==> src/rtl/tube_pkg.sv <==
// Shared types and constants for the seven-segment scan driver.
// Segment patterns are kept active-high; polarity is applied only at the outputs.
package tube_pkg;

    typedef enum logic [1:0] {
        IDLE  = 2'd0,
        BLANK = 2'd1,
        SHOW  = 2'd2
    } state_t;

    localparam int DIGITS_MAX = 8;
    localparam int IDX_W      = $clog2(DIGITS_MAX);

    localparam logic [7:0] SEG_OFF = 8'h00;

    // gfedcba for nibbles F..0; entry 0 sits in the least-significant 7 bits
    localparam logic [16*7-1:0] HEX_SEG_TABLE = {
        7'h71, 7'h79, 7'h5E, 7'h39, 7'h7C, 7'h77, 7'h6F, 7'h7F,
        7'h07, 7'h7D, 7'h6D, 7'h66, 7'h4F, 7'h5B, 7'h06, 7'h3F
    };

    function automatic logic [6:0] hex_to_seg(input logic [3:0] nibble);
        return HEX_SEG_TABLE[int'(nibble) * 7 +: 7];
    endfunction

endpackage

==> src/rtl/tube_seg_decode.sv <==
// Hex nibble plus decimal point to active-high {dp,g,f,e,d,c,b,a} pattern.
module tube_seg_decode
    import tube_pkg::*;
(
    input  logic [3:0] nibble,
    input  logic       dp,
    output logic [7:0] seg
);

    assign seg = {dp, hex_to_seg(nibble)};

endmodule

==> src/rtl/tube_scan.sv <==
// Multiplexed 7-segment scan driver with inter-digit blanking and per-frame data snapshot.
// Optional build macro TUBE_LZ_BLANK_EN enables leading-zero blanking at snapshot time.
//
// state | meaning
// IDLE  | outputs dark, waiting for the first scan strobe
// BLANK | all lines inactive for BLANK_CYCLES clk before the next digit
// SHOW  | current digit driven until the next scan strobe
module tube_scan
    import tube_pkg::*;
#(
    parameter int DIGITS         = 8,
    parameter int BLANK_CYCLES   = 16,
    parameter bit SEG_ACTIVE_LOW = 1'b1,
    parameter bit SEL_ACTIVE_LOW = 1'b1
) (
    input  logic                  clk,
    input  logic                  rst_n,
    input  logic                  scan_clk,
    input  logic [4*DIGITS-1:0]   data,
    input  logic [DIGITS-1:0]     dp,
    input  logic [DIGITS-1:0]     digit_en,
    output logic [7:0]            seg,
    output logic [DIGITS-1:0]     sel,
    output logic                  frame_done
);

    localparam int CNT_W = (BLANK_CYCLES < 2) ? 1 : $clog2(BLANK_CYCLES);

    localparam logic [CNT_W-1:0]  CNT_LAST = CNT_W'(BLANK_CYCLES - 1);
    localparam logic [IDX_W-1:0]  IDX_LAST = IDX_W'(DIGITS - 1);
    localparam logic [7:0]        SEG_POL  = {8{SEG_ACTIVE_LOW}};
    localparam logic [DIGITS-1:0] SEL_POL  = {DIGITS{SEL_ACTIVE_LOW}};

    logic                  scan_q;
    logic                  tick;
    state_t                state;
    logic [IDX_W-1:0]      idx;
    logic [CNT_W-1:0]      cnt;
    logic [4*DIGITS-1:0]   snap_data;
    logic [DIGITS-1:0]     snap_dp;
    logic [DIGITS-1:0]     snap_en;
    logic [DIGITS-1:0]     lz_mask;
    logic [3:0]            cur_nibble;
    logic                  cur_dp;
    logic                  cur_on;
    logic [7:0]            dec_seg;
    logic [7:0]            seg_next;
    logic [DIGITS-1:0]     sel_next;

    // scan_clk already lives in the clk domain, so one flop is enough for edge detect
    always_ff @(posedge clk) begin
        scan_q <= scan_clk;
    end

    assign tick = scan_clk & ~scan_q;

`ifdef TUBE_LZ_BLANK_EN
    logic lz_seen;

    // Scan from the top nibble down; everything at or below the first nonzero stays eligible
    always_comb begin
        lz_seen = 1'b0;
        lz_mask = '0;
        for (int i = DIGITS - 1; i >= 0; i--) begin
            if (data[4*i +: 4] != 4'h0) begin
                lz_seen = 1'b1;
            end
            lz_mask[i] = lz_seen | dp[i] | (i == 0);
        end
    end
`else
    assign lz_mask = '1;
`endif

    assign cur_nibble = snap_data[{idx, 2'b00} +: 4];
    assign cur_dp     = snap_dp[idx];
    assign cur_on     = (state == SHOW) && snap_en[idx];

    tube_seg_decode u_decode (
        .nibble (cur_nibble),
        .dp     (cur_dp),
        .seg    (dec_seg)
    );

    always_comb begin
        seg_next = SEG_OFF ^ SEG_POL;
        sel_next = SEL_POL;
        if (cur_on) begin
            seg_next = dec_seg ^ SEG_POL;
            sel_next = (DIGITS'(1) << idx) ^ SEL_POL;
        end
    end

    always_ff @(posedge clk) begin
        if (!rst_n) begin
            state      <= IDLE;
            idx        <= '0;
            cnt        <= '0;
            snap_data  <= '0;
            snap_dp    <= '0;
            snap_en    <= '0;
            frame_done <= 1'b0;
            seg        <= SEG_OFF ^ SEG_POL;
            sel        <= SEL_POL;
        end else begin
            seg        <= seg_next;
            sel        <= sel_next;
            frame_done <= 1'b0;
            case (state)
                IDLE: begin
                    if (tick) begin
                        snap_data <= data;
                        snap_dp   <= dp;
                        snap_en   <= digit_en & lz_mask;
                        idx       <= '0;
                        cnt       <= '0;
                        state     <= BLANK;
                    end
                end
                BLANK: begin
                    // strobes landing here are dropped; blanking is shorter than a scan period
                    if (cnt == CNT_LAST) begin
                        cnt   <= '0;
                        state <= SHOW;
                    end else begin
                        cnt <= cnt + CNT_W'(1);
                    end
                end
                SHOW: begin
                    if (tick) begin
                        cnt   <= '0;
                        state <= BLANK;
                        if (idx == IDX_LAST) begin
                            idx        <= '0;
                            snap_data  <= data;
                            snap_dp    <= dp;
                            snap_en    <= digit_en & lz_mask;
                            frame_done <= 1'b1;
                        end else begin
                            idx <= idx + IDX_W'(1);
                        end
                    end
                end
                default: begin
                    state <= IDLE;
                end
            endcase
        end
    end

endmodule

==> config.mk <==
export PLATFORM = sky130hd
export DESIGN_NAME = tube_scan
export DESIGN_NICKNAME = d
export VERILOG_FILES = /design/src/rtl/tube_pkg.sv /design/src/rtl/tube_seg_decode.sv /design/src/rtl/tube_scan.sv
export SDC_FILE = /design/constraint.sdc
export NUM_CORES = 1
export LEC_CHECK = 0
export CAP_MARGIN = 20
export CORE_MARGIN = 2
export CORE_UTILIZATION = 50
export DETAILED_ROUTE_END_ITERATION = 10
export HOLD_SLACK_MARGIN = 0.05
export PLACE_DENSITY = 0.81
export SYNTH_ARGS = -nofsm -noshare
export SYNTH_HDL_FRONTEND = slang
export SYNTH_SLANG_ARGS = --single-unit
==> constraint.sdc <==
create_clock -name clk -period 2.48 [get_ports clk]
set_input_delay 0.248 -clock clk [delete_from_list [all_inputs] [get_ports clk]]
set_output_delay 0.248 -clock clk [all_outputs]
set_load 0.03 [all_outputs]
# Yosys cells after proc, flatten, opt, wreduce, memory -nomap -nowiden
# Cells that the tools add are included.
# Widths: inputs -> output; s select.
[totals]
regBits = 75
inputBits = 51
output_inout_bits = 17
word_cells = 68
[op_classes]
add_sub_neg = 2
multipliers = 1
magnitude_cmp = 1
eq_ne = 9
shifts = 3
muxes = 27
bitwise = 4
n_reduce_logical = 11
[op_table]
columns = ["op", "count"]
rows = [
  ["$shiftx 112x32->7 const A", 1],
  ["$mux 32", 3],
  ["$pmux 32 s2", 1],
  ["$mux 8", 6],
  ["$pmux 8 s2", 2],
  ["$shiftx 32x6->4", 1],
  ["$not 8->8", 2],
  ["$mux 3", 3],
  ["$mux 4", 2],
  ["$pmux 4 s2", 1],
  ["$shl 1x3->8 const A", 1],
  ["$mul 4x3->7 const B", 1],
  ["$bmux 1 s3", 2],
  ["$ne 2x2->1 const B", 3],
  ["$pmux 3 s2", 1],
  ["$reduce_and 2->1", 3],
  ["$reduce_and 3->1", 2],
  ["$add 4x1->4 const B", 1],
  ["$eq 4x4->1 const B", 1],
  ["$lt 3x4->1 const B", 1],
  ["$mux 2", 2],
  ["$ne 2x1->1 const B", 2],
  ["$pmux 2 s2", 1],
  ["$reduce_and 4->1", 1],
  ["other kinds (11)", 14],
]

# Logic depth before layout (Yosys ltp)
[depth]
depth_word = 4
ltp_mapped = 11
ltp_nobuf = 9

# Hierarchy
# A second synthesis with hierarchy kept.
[unflattened]
cells_unflattened = 386
area_unflattened_um2 = 3522.1
[by_module_without_submodules]
columns = ["mod", "n_inst", "cells_per_inst", "area_each_um2", "seq_area_each_um2"]
rows = [
  ["tube_scan", 1, 352, 3226.8, 1501.4],
  ["tube_seg_decode", 1, 34, 295.3, 0.0],
]

# Worst setup path after synthesis
# OpenSTA, ideal clock, no wires.
[synth_path]
path_kind = "register -> register"
startpoint = "register idx[0]"
endpoint = "register seg[5]"
setup_ns = 0.140
arrival_ns = 2.124
required_time_ns = 2.340
slack_ns = 0.216
path_stages_with_launch = 11
n_path_buf = 2
synth_period_minus_slack_ns = 2.264
cell_sequence = "dfxtp_1 -> buf_6 -> buf_6 -> mux4_2 -> mux2i_1 -> inv_1 -> ha_1 -> inv_1 -> nor2_1 -> a21oi_1 -> o221ai_1"
[synth_via]
elab_chain_cells = 4
word_cells_on_any_way = 8
cone_classes = "1 x mul; 2 x shift; 2 x mux; 1 x bitwise; 2 x reduce/logical"
[synth_lines]
columns = ["element", "line", "rtl"]
rows = [
  ["start: declaration", "tube_scan.sv:37", "logic [IDX_W-1:0] idx;"],
  ["start signal: assignment", "tube_scan.sv:140", "idx <= idx + IDX_W'(1);"],
  ["$shiftx 32x6->4 / $bmux 1 s3 (equally long branches)", "tube_scan.sv:75, tube_scan.sv:77", ""],
  ["$mul 4x3->7 / $mux 1 (equally long branches)", "tube_pkg.sv:23, tube_scan.sv:77", ""],
  ["$shiftx 112x32->7 / $logic_and 1x1->1 (equally long branches)", "tube_pkg.sv:23, tube_scan.sv:77", ""],
  ["$not 8->8 (no line) / $reduce_and 2->1 (equally long branches)", "n/a", ""],
  ["end signal: assignment", "tube_scan.sv:103", "seg <= SEG_OFF ^ SEG_POL;"],
  ["end signal: assignment", "tube_scan.sv:106", "seg <= seg_next;"],
  ["end: declaration", "tube_scan.sv:22", "output logic [7:0] seg,"],
]
# Several ways; a longest one is shown, not always the timed one. The select of a mux whose other input is x is not followed.
# A chain may end at the register's enable or synchronous reset.

# Worst setup path after layout
[layout_path]
startpoint = "register idx[0]"
endpoint = "register seg[0]"
# Same word-level chain as after synthesis.

==> flow_results.org <==
** Yosys
- A synthesized cell averages 8.98 um^2.
- For this run, asynchronously set or reset flops after synthesis account for 0%.
- Counting flops with a built-in enable in the synthesized netlist gives 0.
- Flip-flop cell with the highest count after synthesis :: sky130_fd_sc_hd__dfxtp_1
- In this run, synthesis produced a sequential element count of 75.
- Part of the Yosys area used for sequential elements :: 44.7%
- The top cell type by area accounts for 44.7% of the synthesized area.
- In the post-synthesis netlist, the biggest area contributors are sky130_fd_sc_hd__dfxtp_1 (45%), sky130_fd_sc_hd__nand2_1 (13%), sky130_fd_sc_hd__a21boi_0 (11%).
- Count of mapped cells out of synthesis :: 374
- The biggest area contributor in the post-synthesis netlist is sky130_fd_sc_hd__dfxtp_1.
- Net Count, Synth :: 438
- Number of synthesis warnings :: 0
- Summing every instance area after synthesis gives approximately 3400 um^2.
- Library cells used by synthesis :: slightly above 40

** Setup path
- Cell at the slowest stage of the critical path :: sky130_fd_sc_hd__dfxtp_1
- In this design, the largest share of critical-path delay is due to simple AND/OR/NAND/NOR gates.
- Classification of the worst setup path :: reg2reg
- STA puts the critical path data required time at 2680 ps.
- Type of destination of the critical path :: flip-flop
- The signal on the critical path passes through buf_4 > mux2_2 > o22ai_1 > or2_1 > and3_1 > o31ai_1.
- Biggest cell delay along the critical path :: 480 ps
- STA puts the critical path data arrival time at roughly 2400 ps.
- Startpoint type of the worst setup path :: flip-flop
- Number of buffer and inverter stages on the critical path :: 1
- Along the worst path, the maximum fanout reaches 14.

** CTS
- Buffer count from post-CTS setup fixing :: 0
- Root buf cell :: sky130_fd_sc_hd__clkbuf_8
- CTS built an H-tree with a depth of 3.
- In this run the deepest clock path goes through 2 buffers.
- CTS tree :: yes
- Clock-pin slew was measured on the worst setup and hold paths at around 80 ps.
- Clock latency on the worst-skew pair, taken at its later pin, is 340 ps.
- Buffers inserted during clock tree synthesis total 9.
- Quantity of hold-fixing buffers added after cts :: 0
- Sink count of the clock tree :: 75

** Routing
- In this run, the number of DRC markers left after iteration 0 of detailed routing was between 100 and 150.
- Across all layers, the routed design uses 2,693 vias.
- Length of the first detailed-routing pass in iterations :: 4
- In the routed design, unresolved DRC markers number 0.
- In the final routed layout, each cell accounts on average for 13.2 um.
- Aggregate routed wire length :: 6860 um
- Antenna-violating nets left :: 0
- Dividing the detail-routed via count by the number of cells gives 5.19.

** Global routing
- Met2 GRT Util :: 31.6%
- Summed over all layers, the global routing overflow is 0.
- Global-route usage over all layers :: 20.0%
- Antenna violations before repair :: 0
- In this run the most used layer during global routing was met2.
- Met3 global-route usage :: under 10%
- Met1 track utilization from global routing :: 26.2%
- Maximum number of pins on one net before global-route repair :: 58
- Global-route wire length before repair :: 11,600 um
- The number of global-route vias before repair came to 2,557.

** Die
- The initialized floorplan defines 29 standard-cell rows.
- The die covers 7390 um^2.
- The initial utilization of the core area, before any placement, comes to ~52%.
- Height of the die :: 86.0 um
- I/O pin count :: 68
- Core region area :: 6420 um^2
- The die is about 86 um wide.

** Final layout
- Net total in the final layout :: approximately 500
- Final Non-Filler Cells :: between 500 and 600
- The number of antenna diodes in the final layout is 0.
- Fill count :: 518
- Share of cells above drive strength 1 :: 9.28%
- Relative to the synthesized area, the layout overhead comes to 26.6%.

** Placement
- The congestion estimate from routability-driven global placement came to between 0.7 and 0.8.
- Once detailed placement completed, the half-perimeter wirelength came to between 4000 and 5000 um.
- The number of placed instances, taps included, is 503.
- Port buffering added 67 buffers.

** Timing
- In the finished design, the share of the clock period the worst path needs comes to 90.0%.
- Setup total negative slack on the finished layout was measured at 0 ps.
- Final Max Slew Viols :: 0
- Derived from the worst setup path, the maximum achievable clock frequency is between 0.4 and 0.5 GHz.
- Final worst path period need :: 2230 ps
- Slew at the pin with the worst max-slew slack :: 579 ps
- Headroom to the max-slew limit came out at 61.4%.
- On the final layout, the worst clock skew is 5.66 ps.
- The count of final hold-check violations was 0.
- Final setup fails :: 0
- Unrepaired setup endpoints after global routing :: no

** Min path
- In this run the worst hold path is classified as in2reg.

** Outcome
- Status :: complete, no violations

** Power and ir drop
- LEAKAGE :: 1.56 nW
- Power density relative to cell area :: 546 nW/um^2
- VDD sags by at most 0.278 mV.

** Job
- Across the run, the number of max-cap violations was 0.
==> final timing paths <==
kind                                    start             to  slack, ps  cells after the start
worst min-delay path                 scan_clk         scan_q        380                      1
worst min register to register  snap_data[25]  snap_data[25]        460                      2
worst max register to register         idx[0]         seg[0]        250                      6
worst max-delay path                   idx[0]         seg[0]        250                      6
==> report_power, final <==
part	leakage, nW	internal [mW]	switching [mW]
registers	0.611	1.24	0.0238
clock network	0.0928	0.386	0.431
logic	0.853	0.135	0.104
==> cells in the final DEF (no fill, tap or decap), types with 2 or more instances in the layout <==
cell type and instances:
sky130_fd_sc_hd__and2_1 2, sky130_fd_sc_hd__nor2b_1 8, sky130_fd_sc_hd__a21boi_0 50, sky130_fd_sc_hd__nand2b_1 4
sky130_fd_sc_hd__o21a_1 2, sky130_fd_sc_hd__o221ai_1 3, sky130_fd_sc_hd__o21ai_0 5, sky130_fd_sc_hd__clkinv_2 4
sky130_fd_sc_hd__dfxtp_1 75, sky130_fd_sc_hd__a21oi_1 6, sky130_fd_sc_hd__inv_1 6, sky130_fd_sc_hd__mux4_2 10
sky130_fd_sc_hd__nor2_1 8, sky130_fd_sc_hd__clkdlybuf4s50_1 67, sky130_fd_sc_hd__nand2_1 116, sky130_fd_sc_hd__buf_4 9
sky130_fd_sc_hd__nor3_1 4, sky130_fd_sc_hd__nand3_1 9, sky130_fd_sc_hd__mux2_2 2, sky130_fd_sc_hd__ha_1 13
sky130_fd_sc_hd__clkbuf_8 10, sky130_fd_sc_hd__mux2i_1 5
==> synthesized netlist by cell type (2+ instances only) <==
cell type and n:
sky130_fd_sc_hd__buf_6 3, sky130_fd_sc_hd__nand3_1 9, sky130_fd_sc_hd__a21boi_0 50, sky130_fd_sc_hd__nor2_1 9, sky130_fd_sc_hd__o221ai_1 3, sky130_fd_sc_hd__mux2_2 2, sky130_fd_sc_hd__nand2b_1 4, sky130_fd_sc_hd__o21ai_0 5
sky130_fd_sc_hd__mux4_2 10, sky130_fd_sc_hd__ha_1 13, sky130_fd_sc_hd__inv_1 6, sky130_fd_sc_hd__nor2b_1 8, sky130_fd_sc_hd__o21a_1 2, sky130_fd_sc_hd__nand2_1 116, sky130_fd_sc_hd__buf_2 7, sky130_fd_sc_hd__nor3_1 4
sky130_fd_sc_hd__dfxtp_1 75, sky130_fd_sc_hd__and2_1 2, sky130_fd_sc_hd__clkbuf_1 14, sky130_fd_sc_hd__mux2i_1 5, sky130_fd_sc_hd__a21oi_1 7
==> what timing repair did <==
action | in CTS | in global routing
resized for setup | 0 | 1
endpoints found under the setup margin | 0 | 3
hold endpoints to repair | 0 | 0
==> metal layers <==
metal  routed length (um)  part of all wire, %
met3                  288                  4.2
met4                  174                  2.5
met2                 3180                   46
met5                    0                    0
met1                 3220                   47
==> logic make-up (layout without fill, tap and decap cells) <==
logic type / Yosys count / count (layout) / synth area share [%]
AOI/OAI and AO/OA: 78 / 78 / 16.7
muxes: 18 / 18 / 9.31
and+or+nand+nor: 159 / 159 / 20.1
DFF: 75 / 75 / 44.7
buffers and inverters: 31 / 99 / 4.39
adders and majority gates: 13 / 13 / 4.84
==> cell type report <==
class,instances,area (um^2),share of cell area (%)
Clock buffer,11,141,3.32
Clock inverter,5,28.8,0.676
Inverter,7,26.3,0.618
Multi-Input combinational cell,268,1720,40.5
Sequential cell,75,1500,35.3
Tap cell,77,96.3,2.26
Timing Repair Buffer,76,738,17.4
==> sequential cells by signal, indices dropped and copies added (netlist names) <==
register / flops
snap_data: 32
seg: 8
sel: 8
snap_dp: 8
snap_en: 8
cnt: 4
idx: 3
state: 2
frame_done: 1
scan_q: 1
==> per-stage QoR <==
step | total power [mW] | instance area, um^2 | setup WS [ps] | hold slack, ps | utilization, %
2_1_floorplan | 1.42 | 3360 | 216 | 276 | -
3_3_place_gp | 1.53 | 4080 | 256 | 450 | 63.5
3_5_place_dp | 1.53 | 4080 | 103 | 454 | 63.5
4_1_cts | 2.34 | 4250 | 81.6 | 377 | 66.2
5_1_grt | 2.43 | 4250 | 11.7 | 371 | 66.2
6_report | 2.32 | 4250 | 248 | 384 | 66.2
No activity file was read; power rests on OpenSTA's default activity.
